==> src/rtl/opload_pkg.sv <==
// Shared definitions for the matrix operand loader.
// Provides element/matrix sizing, the loader state type and the
// column-major B index remap used when OPLOAD_COLMAJOR_B_EN is defined.
package opload_pkg;

  localparam int unsigned ELEM_W    = 8;
  localparam int unsigned MAT_DIM   = 3;
  localparam int unsigned MAT_ELEMS = 9;

  typedef enum logic [1:0] {
    LOAD_A,
    LOAD_B,
    LAUNCH,
    WAIT
  } state_e;

  // Stream position idx of a column-major stream lands in row idx%3,
  // column idx/3 of the row-major packed matrix.
  function automatic logic [3:0] colmajor_slot(input logic [3:0] idx);
    int unsigned i;
    i = 32'(idx);
    return 4'(MAT_DIM * (i % MAT_DIM) + i / MAT_DIM);
  endfunction

endpackage

==> src/rtl/matrix_shadow_bank.sv <==
// One 3x3 operand bank: nine staging registers written one element at a
// time, plus a 72-bit output register loaded from staging on commit.
// Ports:
//   clk, rst  - clock, asynchronous active-high reset (clears everything)
//   wr_en     - write wr_data into staging slot wr_idx
//   wr_idx    - staging slot 0..8 (row-major position in mat_out)
//   wr_data   - element to stage
//   commit    - copy staging into mat_out
//   mat_out   - element k at bits [8k+7:8k]
module matrix_shadow_bank
  import opload_pkg::*;
(
  input  logic                          clk,
  input  logic                          rst,
  input  logic                          wr_en,
  input  logic [3:0]                    wr_idx,
  input  logic [ELEM_W-1:0]             wr_data,
  input  logic                          commit,
  output logic [MAT_ELEMS*ELEM_W-1:0]   mat_out
);

  logic [ELEM_W-1:0]           stage_q [MAT_ELEMS];
  logic [ELEM_W-1:0]           stage_d [MAT_ELEMS];
  logic [MAT_ELEMS*ELEM_W-1:0] mat_q;
  logic [MAT_ELEMS*ELEM_W-1:0] mat_d;

  // The commit coincides with the write of the final element, so the
  // output register is loaded from the post-write staging view.
  always_comb begin
    stage_d = stage_q;
    if (wr_en && (wr_idx < 4'(MAT_ELEMS))) begin
      stage_d[wr_idx] = wr_data;
    end
    mat_d = mat_q;
    if (commit) begin
      for (int unsigned i = 0; i < MAT_ELEMS; i++) begin
        mat_d[i*ELEM_W +: ELEM_W] = stage_d[i];
      end
    end
  end

  always_ff @(posedge clk or posedge rst) begin
    if (rst) begin
      for (int unsigned i = 0; i < MAT_ELEMS; i++) begin
        stage_q[i] <= '0;
      end
      mat_q <= '0;
    end else begin
      stage_q <= stage_d;
      mat_q   <= mat_d;
    end
  end

  assign mat_out = mat_q;

endmodule

==> src/rtl/matrix_operand_loader.sv <==
// Serial-to-parallel operand loader for the 3x3 systolic multiplier.
// Accepts 9 A then 9 B bytes (valid/ready), commits them to stable
// double-buffered a_mat/b_mat, strobes mm_start, holds for COMPUTE_CYCLES
// then strobes load_done and re-opens input.
// Ports:
//   clk, rst            - clock, asynchronous active-high reset
//   in_data/in_valid    - serial element stream
//   in_ready            - high in LOAD_A/LOAD_B (low while rst asserted)
//   a_mat, b_mat        - packed operands, element Arc at 8*(3r+c)
//   mm_start            - one-cycle strobe, operands newly valid
//   mm_busy             - high in LAUNCH and WAIT
//   load_done           - one-cycle strobe at end of compute window
// Optional: define OPLOAD_COLMAJOR_B_EN for a column-major B stream.
module matrix_operand_loader #(
  parameter int unsigned COMPUTE_CYCLES = 8,
  parameter int unsigned ELEM_W         = 8
) (
  input  logic                  clk,
  input  logic                  rst,
  input  logic [ELEM_W-1:0]     in_data,
  input  logic                  in_valid,
  output logic                  in_ready,
  output logic [9*ELEM_W-1:0]   a_mat,
  output logic [9*ELEM_W-1:0]   b_mat,
  output logic                  mm_start,
  output logic                  mm_busy,
  output logic                  load_done
);

  import opload_pkg::state_e;
  import opload_pkg::LOAD_A;
  import opload_pkg::LOAD_B;
  import opload_pkg::LAUNCH;
  import opload_pkg::WAIT;

  localparam logic [7:0] WAIT_INIT = 8'(COMPUTE_CYCLES - 1);
  localparam logic [3:0] LAST_IDX  = 4'd8;

  state_e     state_q, state_d;
  logic [3:0] idx_q, idx_d;
  logic [7:0] wcnt_q, wcnt_d;

  logic       xfer;
  logic       a_wr;
  logic       b_wr;
  logic       commit;
  logic [3:0] b_slot;

  assign in_ready = ~rst & ((state_q == LOAD_A) | (state_q == LOAD_B));
  assign xfer     = in_valid & in_ready;
  assign a_wr     = xfer & (state_q == LOAD_A);
  assign b_wr     = xfer & (state_q == LOAD_B);
  assign commit   = b_wr & (idx_q == LAST_IDX);

`ifdef OPLOAD_COLMAJOR_B_EN
  assign b_slot = opload_pkg::colmajor_slot(idx_q);
`else
  assign b_slot = idx_q;
`endif

  always_comb begin
    state_d   = state_q;
    idx_d     = idx_q;
    wcnt_d    = wcnt_q;
    mm_start  = 1'b0;
    mm_busy   = 1'b0;
    load_done = 1'b0;
    case (state_q)
      LOAD_A: begin
        if (xfer) begin
          if (idx_q == LAST_IDX) begin
            idx_d   = '0;
            state_d = LOAD_B;
          end else begin
            idx_d = idx_q + 4'd1;
          end
        end
      end
      LOAD_B: begin
        if (xfer) begin
          if (idx_q == LAST_IDX) begin
            idx_d   = '0;
            state_d = LAUNCH;
          end else begin
            idx_d = idx_q + 4'd1;
          end
        end
      end
      LAUNCH: begin
        mm_start = 1'b1;
        mm_busy  = 1'b1;
        wcnt_d   = WAIT_INIT;
        state_d  = WAIT;
      end
      WAIT: begin
        mm_busy = 1'b1;
        if (wcnt_q == '0) begin
          load_done = 1'b1;
          state_d   = LOAD_A;
        end else begin
          wcnt_d = wcnt_q - 8'd1;
        end
      end
      default: state_d = LOAD_A;
    endcase
  end

  always_ff @(posedge clk or posedge rst) begin
    if (rst) begin
      state_q <= LOAD_A;
      idx_q   <= '0;
      wcnt_q  <= '0;
    end else begin
      state_q <= state_d;
      idx_q   <= idx_d;
      wcnt_q  <= wcnt_d;
    end
  end

  matrix_shadow_bank u_bank_a (
    .clk     (clk),
    .rst     (rst),
    .wr_en   (a_wr),
    .wr_idx  (idx_q),
    .wr_data (in_data),
    .commit  (commit),
    .mat_out (a_mat)
  );

  matrix_shadow_bank u_bank_b (
    .clk     (clk),
    .rst     (rst),
    .wr_en   (b_wr),
    .wr_idx  (b_slot),
    .wr_data (in_data),
    .commit  (commit),
    .mat_out (b_mat)
  );

endmodule

==> config.mk <==
export PLATFORM = sky130hd
export DESIGN_NAME = matrix_operand_loader
export DESIGN_NICKNAME = d
export VERILOG_FILES = /design/src/rtl/opload_pkg.sv /design/src/rtl/matrix_shadow_bank.sv /design/src/rtl/matrix_operand_loader.sv
export SDC_FILE = /design/constraint.sdc
export NUM_CORES = 1
export LEC_CHECK = 0
export CAP_MARGIN = 20
export CORE_MARGIN = 2
export CORE_UTILIZATION = 68
export CTS_CLUSTER_SIZE = 30
export DETAILED_ROUTE_END_ITERATION = 16
export DONT_BUFFER_PORTS = 1
export PLACE_DENSITY = 0.92
export REMOVE_ABC_BUFFERS = 1
export SLEW_MARGIN = 20
export SYNTH_ARGS = -nofsm -noshare
export SYNTH_HDL_FRONTEND = slang
export SYNTH_SLANG_ARGS = --single-unit
==> constraint.sdc <==
create_clock -name clk -period 31.1 [get_ports clk]
set_input_delay 6.22 -clock clk [delete_from_list [all_inputs] [get_ports clk]]
set_output_delay 6.22 -clock clk [all_outputs]
set_load 0.05 [all_outputs]
==> flow_metrics.env, run 1 <==
export IMPL_status="completed"
export IMPL_p_comb_frac=0.142
export IMPL_cp_max_fo=5
export IMPL_cts_buffers=28
export IMPL_clock_latency_ns=0.53
export IMPL_drt_iter0_drc=508
export IMPL_grt_pass1_vias=7411
export IMPL_finClkSkew_ns=0.0149
export IMPL_ys_flop_type="dfrtp_1"
export IMPL_num_vias=7276
export IMPL_required_ns=24.88
export IMPL_drv_cap=0
export IMPL_ys_ff_latch=294
export IMPL_crit_arrival_ns=6.88
export IMPL_n_antenna_cell=0
export IMPL_slowest_delay_ns=0.66
export IMPL_peakVddDrop_mv=0.0765
export IMPL_synthMuxAreaShare=0.146
export IMPL_yosys_warnings=0
export IMPL_gr_usage_met1=0.359
export IMPL_power_clock_fraction=0.226
export IMPL_sw_frac_of_total=0.458
export IMPL_use_met2=0.445
export IMPL_routabilityCongestion=0.804
export IMPL_max_freq_mhz=76.3
export IMPL_finalNetCount=990
export IMPL_cts_buffer_depth=3
export IMPL_cts_tree="yes"
export IMPL_antenna_found_initial=0
export IMPL_synthDistinctLibCells=40
export IMPL_crit_chain="nor2_1"
export IMPL_vias_per_cell=5.99
export IMPL_start_kind="primary input"
export IMPL_crit_path_end_kind="primary output"
export IMPL_tns_ns=0
export IMPL_layout_filler_cells=1039
export IMPL_area_growth_pct=8.31
export IMPL_fin_crit_ns=13.10
export IMPL_routedWlPerCell_um=20.5
export IMPL_yosys_area_share_xor_xnor=0.00221
export IMPL_drt_total_wl_um=24900
export IMPL_synth_compound_area_frac=0.0681
export IMPL_p_seq_frac=0.632
export IMPL_dp_cells=1164
export IMPL_cp_slowest_cell="nor2_1"
export IMPL_rsz0062_at_grt="no"
export IMPL_async_flop_share=1.00
export IMPL_gr_usage_met3=0.0757
export IMPL_cts_resized=0
export IMPL_p_leak_nw=6.28
export IMPL_slew_headroom=0.313
export IMPL_dieArea_um2=18600
export IMPL_die_h_um=136
export IMPL_hold_viol=0
export IMPL_layout_cells_non_filler=1215
export IMPL_grt_ovfl_total=0
export IMPL_start_util=0.692
export IMPL_htreeDepth=1
export IMPL_track_usage=0.271
export IMPL_hold_buffers=0
export IMPL_post_route_period_util=0.421
export IMPL_critical_path_top_delay_family="simple AND/OR/NAND/NOR gates"
export IMPL_synth_edf_count=0
export IMPL_top_usage_layer="met2"
export IMPL_dpl_hpwl_um=14600
export IMPL_cts_root_buf="clkbuf_16"
export IMPL_synth_simple_area_share=0.0834
export IMPL_p_int_mw=0.841
export IMPL_min_path_type="reg2reg"
export IMPL_drive_gt1_frac=0.224
export IMPL_ant_nets=0
export IMPL_worst_setup_path_type="in2out"
export IMPL_die_w_um=136
export IMPL_ys_seq_area_frac=0.619
export IMPL_clkTransAtPathRegs_ns=0.06
export IMPL_syn_avg_cell_area_um2=11.8
export IMPL_drc_errors=0
export IMPL_pin_count=159
export IMPL_crit_buf_inv=0
export IMPL_maxSlewViolCount=0
export IMPL_clock_sinks=294
export IMPL_core_um2=17200
export IMPL_grt_pass1_wl_um=39200
export IMPL_tightest_slew_ns=1.03
export IMPL_p_switching_mw=0.711
export IMPL_syn_area_um2=11900
export IMPL_synth_adder_area_share=0.0105
export IMPL_rows=48
export IMPL_first_pass_iters=5
export IMPL_numPortBuffers=0
export IMPL_grt_max_degree=146
export IMPL_cts_setup_buffers=0
export IMPL_syn_inst=1006
export IMPL_power_density_nw_per_um2=120
export IMPL_setup_viol=0
export IMPL_multiInputGateArea_um2=3700
export IMPL_seq_area_um2=7360
export IMPL_synth_top_family_by_area="multiplexers"
worst register-to-register path: stages, from the launching register on:
cell,delay [ns]
dfrtp_1,0.42
inv_1,0.13
ha_1,0.42
nand3b_4,0.15
nor3_4,0.17
buf_4,0.36
buf_4,0.87
nand3_1,0.25
o21ai_0,0.18
through the flow:
step           hold slack (ns)  instance area (um2)  power, mW  setup slack, ns   util
2_1_floorplan            0.463                11600       1.13            16.76      -
3_3_place_gp             0.471                11900       1.17            17.99  0.693
3_5_place_dp             0.481                11900       1.20            17.99  0.693
4_1_cts                  0.498                12900       1.56            17.99  0.750
5_1_grt                  0.516                12900       1.62            17.99  0.750
6_report                 0.496                12900       1.55            18.00  0.750
layout by cell type (no fill, tap or decap), types with 2 or more instances in the layout:
cell type	netlist	layout
nand3_1	138	138
dfrtp_1	294	294
clkinv_2	0	5
nor2_1	10	10
clkbuf_1	30	4
o211ai_1	2	2
o31ai_1	2	2
a21oi_1	3	3
nor4_1	2	2
nor3_1	3	3
and3b_1	3	3
ha_1	10	10
inv_8	0	2
bufinv_16	0	2
buf_4	0	5
nand2b_1	2	2
clkbuf_16	0	29
clkbuf_8	0	10
nand3_2	8	8
inv_1	140	139
nand4_1	2	2
nand2_1	5	5
nor2b_1	2	2
xor2_1	2	2
mux2_2	153	153
o21ai_0	136	136
Yosys cell counts (3+ instances only):
cell,instances,area share
o21ai_0,136,0.057
clkbuf_1,30,0.0095
nand2_1,5,0.0016
inv_1,140,0.044
a21oi_1,3,0.0013
dfrtp_1,294,0.62
nor2_1,10,0.0032
nor3_1,3,0.0013
ha_1,10,0.011
nand3_1,138,0.058
buf_1,8,0.0025
buf_2,33,0.014
nand3_2,8,0.0067
and3b_1,3,0.0022
mux2_2,153,0.14
path summary, 6_finish.rpt:
| path | endpoint | depth (start not counted) | startpoint | slack [ns] |
|---|---|---|---|---|
| worst min-delay path | u_bank_a.mat_out[38]$_DFFE_PP0P_ | 2 | u_bank_a.stage_q[38]$_DFF_PP0_ | 0.50 |
| worst max register to register | u_bank_a.mat_out[11]$_DFFE_PP0P_ | 8 | b_slot[0]$_DFFE_PP0P_ | 28.04 |
| worst min register to register | u_bank_a.mat_out[38]$_DFFE_PP0P_ | 2 | u_bank_a.stage_q[38]$_DFF_PP0_ | 0.50 |
| worst max-delay path | in_ready | 1 | rst | 18.00 |
| min in group asynchronous | u_bank_b.mat_out[67]$_DFFE_PP0P_ | 1 | rst | 5.74 |
| max in group asynchronous | u_bank_a.mat_out[12]$_DFFE_PP0P_ | 2 | rst | 23.79 |
cells by family (layout without fill, tap and decap cells):
family,after synthesis,in the layout
mux,154,154
compound gates,151,151
xor+xnor,3,3
fa+ha+maj,10,10
simple gates,182,182
flops,294,294
buf+inv,212,196
sequential cells by signal, summed over array words and instances (netlist names):
signal and cells:
u_bank_a.mat_out 72, b_slot 4, state_q 2, u_bank_b.mat_out 72
u_bank_b.stage_q 64, u_bank_a.stage_q 72, wcnt_q 8
routing by layer:
layer	vias up	routed length [um]
met5	-	0
met4	0	590
met3	48	1970
met2	231	12200
met1	3700	10100
li1	3297	-
cell type report:
cell class	instances	area share
multi-input cells	500	0.287
well taps	225	0.0219
repair buffers	5	0.00291
clock inverters	8	0.00748
flip-flops and latches	294	0.571
clock buffers	43	0.0682
inverters	140	0.0414
power groups by stage:
stage	registers (mW)	clock network [mW]	logic, mW
2_1_floorplan	0.946	0	0.180
3_3_place_gp	0.974	0	0.200
3_5_place_dp	0.984	0	0.218
4_1_cts	0.981	0.355	0.222
5_1_grt	0.999	0.373	0.250
6_report	0.981	0.351	0.221
Power figures use the tool's default switching activity.
==> run 2: changes to the inputs <==
--- a/config.mk
+++ b/config.mk
@@ -7,11 +7,11 @@
 export LEC_CHECK = 0
 export CAP_MARGIN = 20
 export CORE_MARGIN = 2
-export CORE_UTILIZATION = 68
+export CORE_UTILIZATION = 57
 export CTS_CLUSTER_SIZE = 30
 export DETAILED_ROUTE_END_ITERATION = 16
 export DONT_BUFFER_PORTS = 1
-export PLACE_DENSITY = 0.92
+export PLACE_DENSITY = 0.83
 export REMOVE_ABC_BUFFERS = 1
 export SLEW_MARGIN = 20
 export SYNTH_ARGS = -nofsm -noshare
==> constraint.sdc (replaced) <==
create_clock -name clk -period 10.7 [get_ports clk]
set_input_delay 2.14 -clock clk [delete_from_list [all_inputs] [get_ports clk]]
set_output_delay 2.14 -clock clk [all_outputs]
set_load 0.05 [all_outputs]
==> run 2 against run 1 <==
- clock power rose to 2.8 times the previous value
- setup slack got worse by 12 ns
- flip-flop and latch count is the same
- global-route usage shrank 5.3 points
- sequential share of layout area shrank 0.072 points
- cell count grew 3.9%
- critical endpoint unchanged
- wire length decreased by 4.4%
- combinational power rose to 2.8 times the previous value
- hold slack lost 0.0048 ns
- design area up 0.13%
==> flow_metrics.env, run 2 (synthesis results as in run 1) <==
export IMPL_finalNetCount=991
export IMPL_max_freq_mhz=202
export IMPL_first_pass_iters=5
export IMPL_p_switching_mw=2.03
export IMPL_final_util=0.633
export IMPL_cts_resized=0
export IMPL_slowest_delay_ns=0.66
export IMPL_sw_frac_of_total=0.457
export IMPL_grt_pass1_wl_um=38300
export IMPL_routabilityCongestion=0.814
export IMPL_core_um2=20400
export IMPL_layout_commonest_cell="dfrtp_1"
export IMPL_status="completed"
export IMPL_cp_max_fo=5
export IMPL_cp_slowest_cell="nor2_1"
export IMPL_crit_buf_inv=0
export IMPL_routedWlPerCell_um=18.9
export IMPL_crit_arrival_ns=2.81
export IMPL_final_cell_mix="294 x dfrtp_1, 153 x mux2_2, 139 x inv_1, 138 x nand3_1, 136 x o21ai_0"
export IMPL_critPathLaunch="rst"
export IMPL_drc_errors=0
export IMPL_rows=52
export IMPL_start_kind="primary input"
export IMPL_rsz0062_at_grt="no"
export IMPL_cts_tree="yes"
export IMPL_die_h_um=148
export IMPL_drt_total_wl_um=23800
export IMPL_grt_max_degree=158
export IMPL_maxSlewViolCount=0
export IMPL_tns_ns=0
export IMPL_clock_latency_ns=0.54
export IMPL_required_ns=8.56
export IMPL_area_growth_pct=8.45
export IMPL_ant_nets=0
export IMPL_power_density_nw_per_um2=345
export IMPL_htreeDepth=1
export IMPL_setup_viol=0
export IMPL_cts_buffer_depth=3
export IMPL_clkTransAtPathRegs_ns=0.06
export IMPL_worst_slack_ns=5.75
export IMPL_num_vias=6998
export IMPL_hold_viol=0
export IMPL_cts_root_buf="clkbuf_16"
export IMPL_drive_gt1_frac=0.219
export IMPL_layout_cells_non_filler=1262
export IMPL_antenna_found_initial=0
export IMPL_layout_filler_cells=1566
export IMPL_post_route_period_util=0.462
export IMPL_dpl_hpwl_um=14300
export IMPL_p_comb_frac=0.141
export IMPL_grt_pass1_vias=7256
export IMPL_track_usage=0.218
export IMPL_critical_path_top_delay_family="simple AND/OR/NAND/NOR gates"
export IMPL_min_path_type="reg2reg"
export IMPL_drt_iter0_drc=271
export IMPL_peakVddDrop_mv=0.187
export IMPL_start_util=0.584
export IMPL_clock_sinks=294
export IMPL_grt_ovfl_total=0
export IMPL_pre_cts_slack_ns=5.75
export IMPL_cts_setup_buffers=0
export IMPL_n_antenna_cell=0
export IMPL_cts_buffers=29
export IMPL_worst_setup_path_type="in2out"
export IMPL_drv_cap=0
export IMPL_die_w_um=148
export IMPL_finClkSkew_ns=0.0194
export IMPL_hold_start="u_bank_b.stage_q[65]$_DFF_PP0_"
export IMPL_power_clock_fraction=0.222
export IMPL_crit_path_end_kind="primary output"
export IMPL_dp_cells=1209
export IMPL_fin_crit_ns=4.95
export IMPL_pin_count=159
export IMPL_hold_buffers=0
export IMPL_dieArea_um2=22000
export IMPL_crit_chain="nor2_1"
export IMPL_p_int_mw=2.42
export IMPL_tightest_slew_ns=0.985
export IMPL_p_seq_frac=0.637
export IMPL_vias_per_cell=5.55
export IMPL_numPortBuffers=0
export IMPL_regToRegStartpoint="b_slot[0]$_DFFE_PP0P_"
export IMPL_slew_headroom=0.343
export IMPL_p_leak_nw=6.25
-- run 2: power groups by stage --
stage	Sequential [mW]	Combinational [mW]	Clock [mW]
after floorplan	2.75	0.522	0
after global placement	2.83	0.588	0
after detailed placement	2.86	0.627	0
after CTS	2.84	0.636	1.01
after global routing	2.89	0.723	1.05
final	2.83	0.628	0.987
-- run 2: final timing paths --
path                                               endpoint  slack [ns]  depth (start not counted)
max reg2reg                u_bank_a.mat_out[23]$_DFFE_PP0P_        7.48                          8
min in group asynchronous    u_bank_b.stage_q[20]$_DFF_PP0_        1.59                          1
max                                                in_ready        5.75                          1
max in group asynchronous    u_bank_a.stage_q[33]$_DFF_PP0_        7.65                          2
min                         u_bank_b.mat_out[1]$_DFFE_PP0P_        0.49                          2
min reg2reg                 u_bank_b.mat_out[1]$_DFFE_PP0P_        0.49                          2
-- run 2: metal layers --
| layer | vias up | GRT usage | wire (um) |
|---|---|---|---|
| met5 | - | 0 | 0 |
| met4 | 0 | 0.0571 | 549 |
| met3 | 46 | 0.0641 | 1860 |
| met2 | 197 | 0.363 | 11500 |
| met1 | 3474 | 0.284 | 9930 |
| li1 | 3281 | - | - |
-- run 2: layout make-up --
class | count | area [um2] | area share
multi-input cells | 500 | 3700 | 0.287
well taps | 270 | 338 | 0.0262
clock inverters | 8 | 93.8 | 0.00728
flip-flops and latches | 294 | 7360 | 0.570
repair buffers | 5 | 37.5 | 0.00291
inverters | 140 | 538 | 0.0417
clock buffers | 45 | 836 | 0.0648
-- run 2: per-stage QoR --
stage	hold slack, ns	total power, mW	cell area, um2
after floorplan	0.463	3.27	11600
after global placement	0.472	3.42	12000
after detailed placement	0.479	3.48	12000
after CTS	0.496	4.48	12900
after global routing	0.508	4.66	12900
final	0.491	4.45	12900
